File: src/rtl/uart_tx_drain_pkg.sv
// uart_tx_drain_pkg: shared UART constants, FSM state encodings and divider helpers
// Contents: OVERSAMPLE (ticks per bit), S_* state codes, clogb2(), ovs_div()
package uart_tx_drain_pkg;
  localparam int OVERSAMPLE = 16;
  localparam logic [2:0] S_IDLE   = 3'd0;
  localparam logic [2:0] S_START  = 3'd1;
  localparam logic [2:0] S_DATA   = 3'd2;
  localparam logic [2:0] S_PARITY = 3'd3;
  localparam logic [2:0] S_STOP   = 3'd4;
  function automatic int clogb2(input int n);
    int r;
    r = 1;
    while ((1 << r) < n) r++;
    return r;
  endfunction
  // Rounded clock/(baud*16), never below 1 so the tick generator always runs.
  function automatic int ovs_div(input int clock_rate, input int baud_rate);
    int d;
    d = (clock_rate + baud_rate * OVERSAMPLE / 2) / (baud_rate * OVERSAMPLE);
    return (d < 1) ? 1 : d;
  endfunction
endpackage

File: src/rtl/uart_tx_drain_baud_gen.sv
// uart_tx_drain_baud_gen: free-running 16x oversample tick generator
// Ports: clk, rst (async, active-high) in; baud_x16_en out (1-cycle pulse every OVS_DIV clocks)
module uart_tx_drain_baud_gen
  import uart_tx_drain_pkg::*;
#(
  parameter int CLOCK_RATE = 50_000_000,
  parameter int BAUD_RATE  = 115_200
) (
  input  logic clk,
  input  logic rst,
  output logic baud_x16_en
);
  localparam int OVS_DIV = ovs_div(CLOCK_RATE, BAUD_RATE);
  localparam int CW = clogb2(OVS_DIV);
  localparam logic [CW-1:0] LAST = CW'(OVS_DIV - 1);
  logic [CW-1:0] cnt_q, cnt_d;
  always_comb begin
    baud_x16_en = cnt_q == LAST;
    cnt_d = baud_x16_en ? '0 : cnt_q + CW'(1);
  end
  always_ff @(posedge clk or posedge rst) begin
    if (rst) cnt_q <= '0;
    else cnt_q <= cnt_d;
  end
endmodule

File: src/rtl/uart_tx_drain.sv
// uart_tx_drain: pops a FWFT char FIFO and serialises each character 8N1 onto txd_tx
// Ports: clk_tx, rst_clk_tx (async, active-high), char_fifo_empty, char_fifo_dout[7:0] in;
//        char_fifo_rd_en (pop strobe), txd_tx (idle high), tx_busy out
// Build option: define UART_TX_PARITY_EN to add an even parity bit after the data bits.
module uart_tx_drain
  import uart_tx_drain_pkg::*;
#(
  parameter int CLOCK_RATE = 50_000_000,
  parameter int BAUD_RATE  = 115_200
) (
  input  logic       clk_tx,
  input  logic       rst_clk_tx,
  input  logic       char_fifo_empty,
  input  logic [7:0] char_fifo_dout,
  output logic       char_fifo_rd_en,
  output logic       txd_tx,
  output logic       tx_busy
);
  logic       baud_x16_en, last;
  logic [2:0] state_q, state_d;
  logic [3:0] tick_cnt_q, tick_cnt_d;
  logic [2:0] bit_cnt_q, bit_cnt_d;
  logic [7:0] shift_q, shift_d;
  logic       txd_q, txd_d;
`ifdef UART_TX_PARITY_EN
  logic       par_q, par_d;
`endif
  uart_tx_drain_baud_gen #(
    .CLOCK_RATE(CLOCK_RATE),
    .BAUD_RATE (BAUD_RATE)
  ) u_baud_gen (
    .clk        (clk_tx),
    .rst        (rst_clk_tx),
    .baud_x16_en(baud_x16_en)
  );
  always_comb begin
    // last: the 16th tick of the current bit period
    last = baud_x16_en && tick_cnt_q == 4'hF;
    // Pop from IDLE on any tick, or on the final stop tick for back-to-back frames.
    char_fifo_rd_en = baud_x16_en && !char_fifo_empty &&
                      (state_q == S_IDLE || (state_q == S_STOP && last));
    state_d    = state_q;
    tick_cnt_d = state_q == S_IDLE ? 4'd0 : tick_cnt_q + {3'd0, baud_x16_en};
    bit_cnt_d  = bit_cnt_q;
    shift_d    = shift_q;
    txd_d      = txd_q;
`ifdef UART_TX_PARITY_EN
    par_d = char_fifo_rd_en ? ^char_fifo_dout : par_q;
`endif
    if (char_fifo_rd_en) begin
      state_d    = S_START;
      tick_cnt_d = 4'd0;
      shift_d    = char_fifo_dout;
      txd_d      = 1'b0;
    end else if (last) begin
      case (state_q)
        S_START: begin
          state_d = S_DATA;
          txd_d   = shift_q[0];
          shift_d = shift_q >> 1;
        end
        S_DATA: begin
          bit_cnt_d = bit_cnt_q + 3'd1;
          shift_d   = shift_q >> 1;
          if (bit_cnt_q == 3'd7) begin
`ifdef UART_TX_PARITY_EN
            state_d = S_PARITY;
            txd_d   = par_q;
`else
            state_d = S_STOP;
            txd_d   = 1'b1;
`endif
          end else begin
            txd_d = shift_q[0];
          end
        end
`ifdef UART_TX_PARITY_EN
        S_PARITY: begin
          state_d = S_STOP;
          txd_d   = 1'b1;
        end
`endif
        default: begin
          state_d = S_IDLE;
          txd_d   = 1'b1;
        end
      endcase
    end
  end
  always_ff @(posedge clk_tx or posedge rst_clk_tx) begin
    if (rst_clk_tx) begin
      state_q    <= S_IDLE;
      tick_cnt_q <= 4'd0;
      bit_cnt_q  <= 3'd0;
      shift_q    <= 8'd0;
      txd_q      <= 1'b1;
`ifdef UART_TX_PARITY_EN
      par_q      <= 1'b0;
`endif
    end else begin
      state_q    <= state_d;
      tick_cnt_q <= tick_cnt_d;
      bit_cnt_q  <= bit_cnt_d;
      shift_q    <= shift_d;
      txd_q      <= txd_d;
`ifdef UART_TX_PARITY_EN
      par_q      <= par_d;
`endif
    end
  end
  assign txd_tx  = txd_q;
  assign tx_busy = state_q != S_IDLE;
endmodule
File: config.mk
export PLATFORM = sky130hd
export DESIGN_NAME = uart_tx_drain
export DESIGN_NICKNAME = d
export VERILOG_FILES = /design/src/rtl/uart_tx_drain_pkg.sv /design/src/rtl/uart_tx_drain_baud_gen.sv /design/src/rtl/uart_tx_drain.sv
export SDC_FILE = /design/constraint.sdc
export NUM_CORES = 1
export LEC_CHECK = 0
export BUFFER_PORTS_ARGS = -buffer_cell sky130_fd_sc_hd__buf_4
export CAP_MARGIN = 0
export CORE_MARGIN = 3
export CORE_UTILIZATION = 55
export CTS_CLUSTER_DIAMETER = 100
export DETAILED_ROUTE_END_ITERATION = 12
export GPL_TIMING_DRIVEN = 0
export HOLD_SLACK_MARGIN = 0.12
export PLACE_DENSITY = 0.86
export SLEW_MARGIN = 10
export SYNTH_ARGS = -nofsm -noshare
export SYNTH_HDL_FRONTEND = slang
export SYNTH_SLANG_ARGS = --single-unit
File: constraint.sdc
create_clock -name clk_tx -period 2.6 [get_ports clk_tx]
set_input_delay 0.26 -clock clk_tx [delete_from_list [all_inputs] [get_ports clk_tx]]
set_output_delay 0.26 -clock clk_tx [all_outputs]
set_load 0.02 [all_outputs]
==> flow_summary.yaml <==
timing:
  fin_crit_sh_pct: 81.0
  skew_ns: 0.00457
  tightest_slew_ns: 0.864
  drv_slew: 0
  finalCriticalPeriod_ns: 2.11
  holdWs_ns: 0.117
  fin_ws_ns: 0.493
  setup_viol: 0
  hold_viol_final: 0
  max_slew_margin_pct: 42.4
  timing.fmax_mhz: 475
  rsz0062_at_grt: "no"
  tns_ns: 0
synth:
  async_flop_share_pct: 100
  yosys.area_share.simple_pct: 12.6
  synth_top_family_by_area: "multiplexers"
  synth-compound-area-share_pct: 8.68
  synthXorXnorAreaFrac_pct: 3.58
  synth-edff-count: 0
  ys_warn_count: 0
  synth.mux.area_fraction_pct: 15.5
  synth-main-ff-cell: "dfrtp_1"
  syn_nets: 120
  syn_area_per_cell_um2: 11.9
  syn_area_mm2: 0.00122
  synthAdderAreaFrac_pct: 6.13
  synth_seq_cells: 24
  synthCells: 103
  ys_types: 35
  ys_seq_area_share_pct: 49.1
placed_design:
  pre_cts_slack_ns: 0.514
  dpl_cell_area_mm2: 0.00136
  hpwl_um: 1480
  place_congestion: 0.737
  io_buffer_count: 13
worst_setup_path:
  max_stage_delay_ns: 0.43
  cp-start-kind: "flop"
  worstPathBufferInverterCount: 3
  reg2reg_from: "u_baud_gen.cnt_q[0]"
  worstPathArrival_ns: 1.85
  ff2ff_setup_slack_ns: 0.50
  cp-end-kind: "primary output"
  worstPathRequired_ns: 2.34
  worstRegToRegCells: 7
  crit_chain: "inv_1 > ha_1 > nand4b_1 > a211oi_2 > buf_6 > buf_4"
  critical_path.top_delay_family: "flip-flops"
  cp_slowest_cell: "dfrtp_1"
  path_max_fanout: 10
  critPathKind: "flop to primary output"
  r2r_end: "shift_q[0]"
floorplan:
  die_w_um: 53.2
  die_area_mm2: 0.00283
  start_util_pct: 60.0
  rows: 16
  fp.dieH_um: 53.2
  coreArea_mm2: 0.00204
  boundaryPins: 14
clock_tree:
  cts_setup_buffers: 0
  cts-root-buf: "clkbuf_4"
  ctsResizeCount: 0
  cts.sinks: 24
  cts_made_buffers: 3
  clock_latency_ns: 0.31
  cts_buffer_depth: 2
  holdBufCountCts: 0
  cts_tree: "yes"
  htreeDepth: 1
  path_clk_slew_ns: 0.13
run:
  drv_cap: 0
outcome:
  status: "completed"
detailed_routing:
  vias: 796
  first_pass_iters: 4
  drt_iter0_drc: 13
  drc: 0
  via_per_inst: 5.41
  wl_per_cell_um: 13.4
  antenna_left: 0
  drt_wl_total_um: 1970
global_routing:
  grt_pass1_wl_um: 3530
  use_met2_pct: 31.6
  grt_antenna_before_repair: 0
  grt_max_degree: 25
  grt_usage_pct: 17.4
  use_met1_pct: 18.9
  overflow: 0
  top_usage_layer: "met2"
  grt_pass1_vias: 845
  gr-usage-met3_pct: 2.54
finish:
  syn_to_final_growth_pct: 12.9
  drive_gt1_share_pct: 28.3
  antennaDiodeCount: 0
  finalNetCount: 138
  design_area_mm2: 0.00138
pwr:
  leakagePower_nw: 0.696
  p_per_area_mw_per_mm2: 427
  ir_drop_mv: 0.240
  p_total_mw: 0.591
hold_path:
  hold_path.class: "primary input to asynchronous set/reset pin"
[how the worst max path moves through the flow]
stage                     slack, ns              end  cells after the start           startpoint
after global placement         0.57       shift_q[0]                      5           state_q[1]
after detailed placement       0.51       shift_q[0]                      7  u_baud_gen.cnt_q[0]
final                          0.49  char_fifo_rd_en                      6  u_baud_gen.cnt_q[0]
after global routing           0.39  char_fifo_rd_en                      6  u_baud_gen.cnt_q[0]
after CTS                      0.48  char_fifo_rd_en                      6  u_baud_gen.cnt_q[0]
after floorplan                0.64       shift_q[0]                      6           state_q[0]
[cells in the mapped netlist (2+ instances only)]
library cell	instances	share of area [%]
dfrtp_1	23	47
xnor2_1	2	1.4
a22o_1	2	1.4
inv_1	4	1.2
nand2_1	4	1.2
o21ai_0	4	1.6
nor2_1	9	2.8
mux2_2	8	7.4
or3_1	2	1.0
a21oi_1	2	0.82
buf_6	2	1.8
and2_1	3	1.5
nand3_1	2	0.82
xor2_1	3	2.1
mux2_1	8	7.4
ha_1	6	6.1
[where the power goes]
group,total [mW],leakage [nW],internal [mW],switching [mW]
Sequential,0.382,0.308,0.379,0.00258
Clock,0.166,0.0150,0.0599,0.106
Combinational,0.0431,0.373,0.0222,0.0209
[flip-flops by register name, summed over array words and instances, names as in the netlist]
register	count
bit_cnt_q	3
shift_q	8
state_q	3
u_baud_gen.cnt_q	5
tick_cnt_q	4
txd_tx	1
[final cells by class]
class / count / area, um2
fill: 150 / 659
multi-input combinational: 70 / 569
clock buffer: 4 / 26.3
timing repair buffer: 13 / 97.6
sequential: 24 / 602
inverter: 4 / 15.0
tap: 27 / 33.8
buffer: 5 / 38.8
[cells by family (layout without fill, tap and decap cells)]
family	Yosys count	in the layout
adders and majority gates	6	6
muxes	17	17
DFF	24	24
buffers and inverters	9	26
xor gates and xnor gates	5	5
and+or+nand+nor	27	27
AOI/OAI and AO/OA	15	15
[routing by layer]
| metal | wire length (um) | up-vias |
|---|---|---|
| met5 | 0 | - |
| met4 | 40 | 0 |
| met3 | 57 | 4 |
| met2 | 978 | 10 |
| met1 | 890 | 385 |
| li1 | - | 397 |
[worst reg2reg max path: stages, from the launching register on]
cell and delay (ns):
dfrtp_1 0.43, inv_1 0.07, ha_1 0.17, nand4b_1 0.21
a211oi_2 0.31, buf_6 0.19, mux2_1 0.32, mux2_1 0.29
[through the flow]
step	utilization, %	std cells
after detailed placement	66.4	143
after CTS	67.7	147
after global routing	67.7	147
after global placement	66.4	143
after floorplan	-	103
final	67.7	147
[cells in the final DEF, fill, tap and decap left out, types with 3 or more instances in the layout]
| cell | netlist | routed |
|---|---|---|
| and2_1 | 3 | 3 |
| buf_4 | 1 | 14 |
| clkbuf_4 | 0 | 3 |
| dfrtp_1 | 23 | 23 |
| ha_1 | 6 | 6 |
| inv_1 | 4 | 4 |
| mux2_1 | 8 | 8 |
| mux2_2 | 8 | 8 |
| nand2_1 | 4 | 4 |
| nor2_1 | 9 | 9 |
| o21ai_0 | 4 | 4 |
| xor2_1 | 3 | 3 |
No activity file was read; power rests on OpenSTA's default activity.
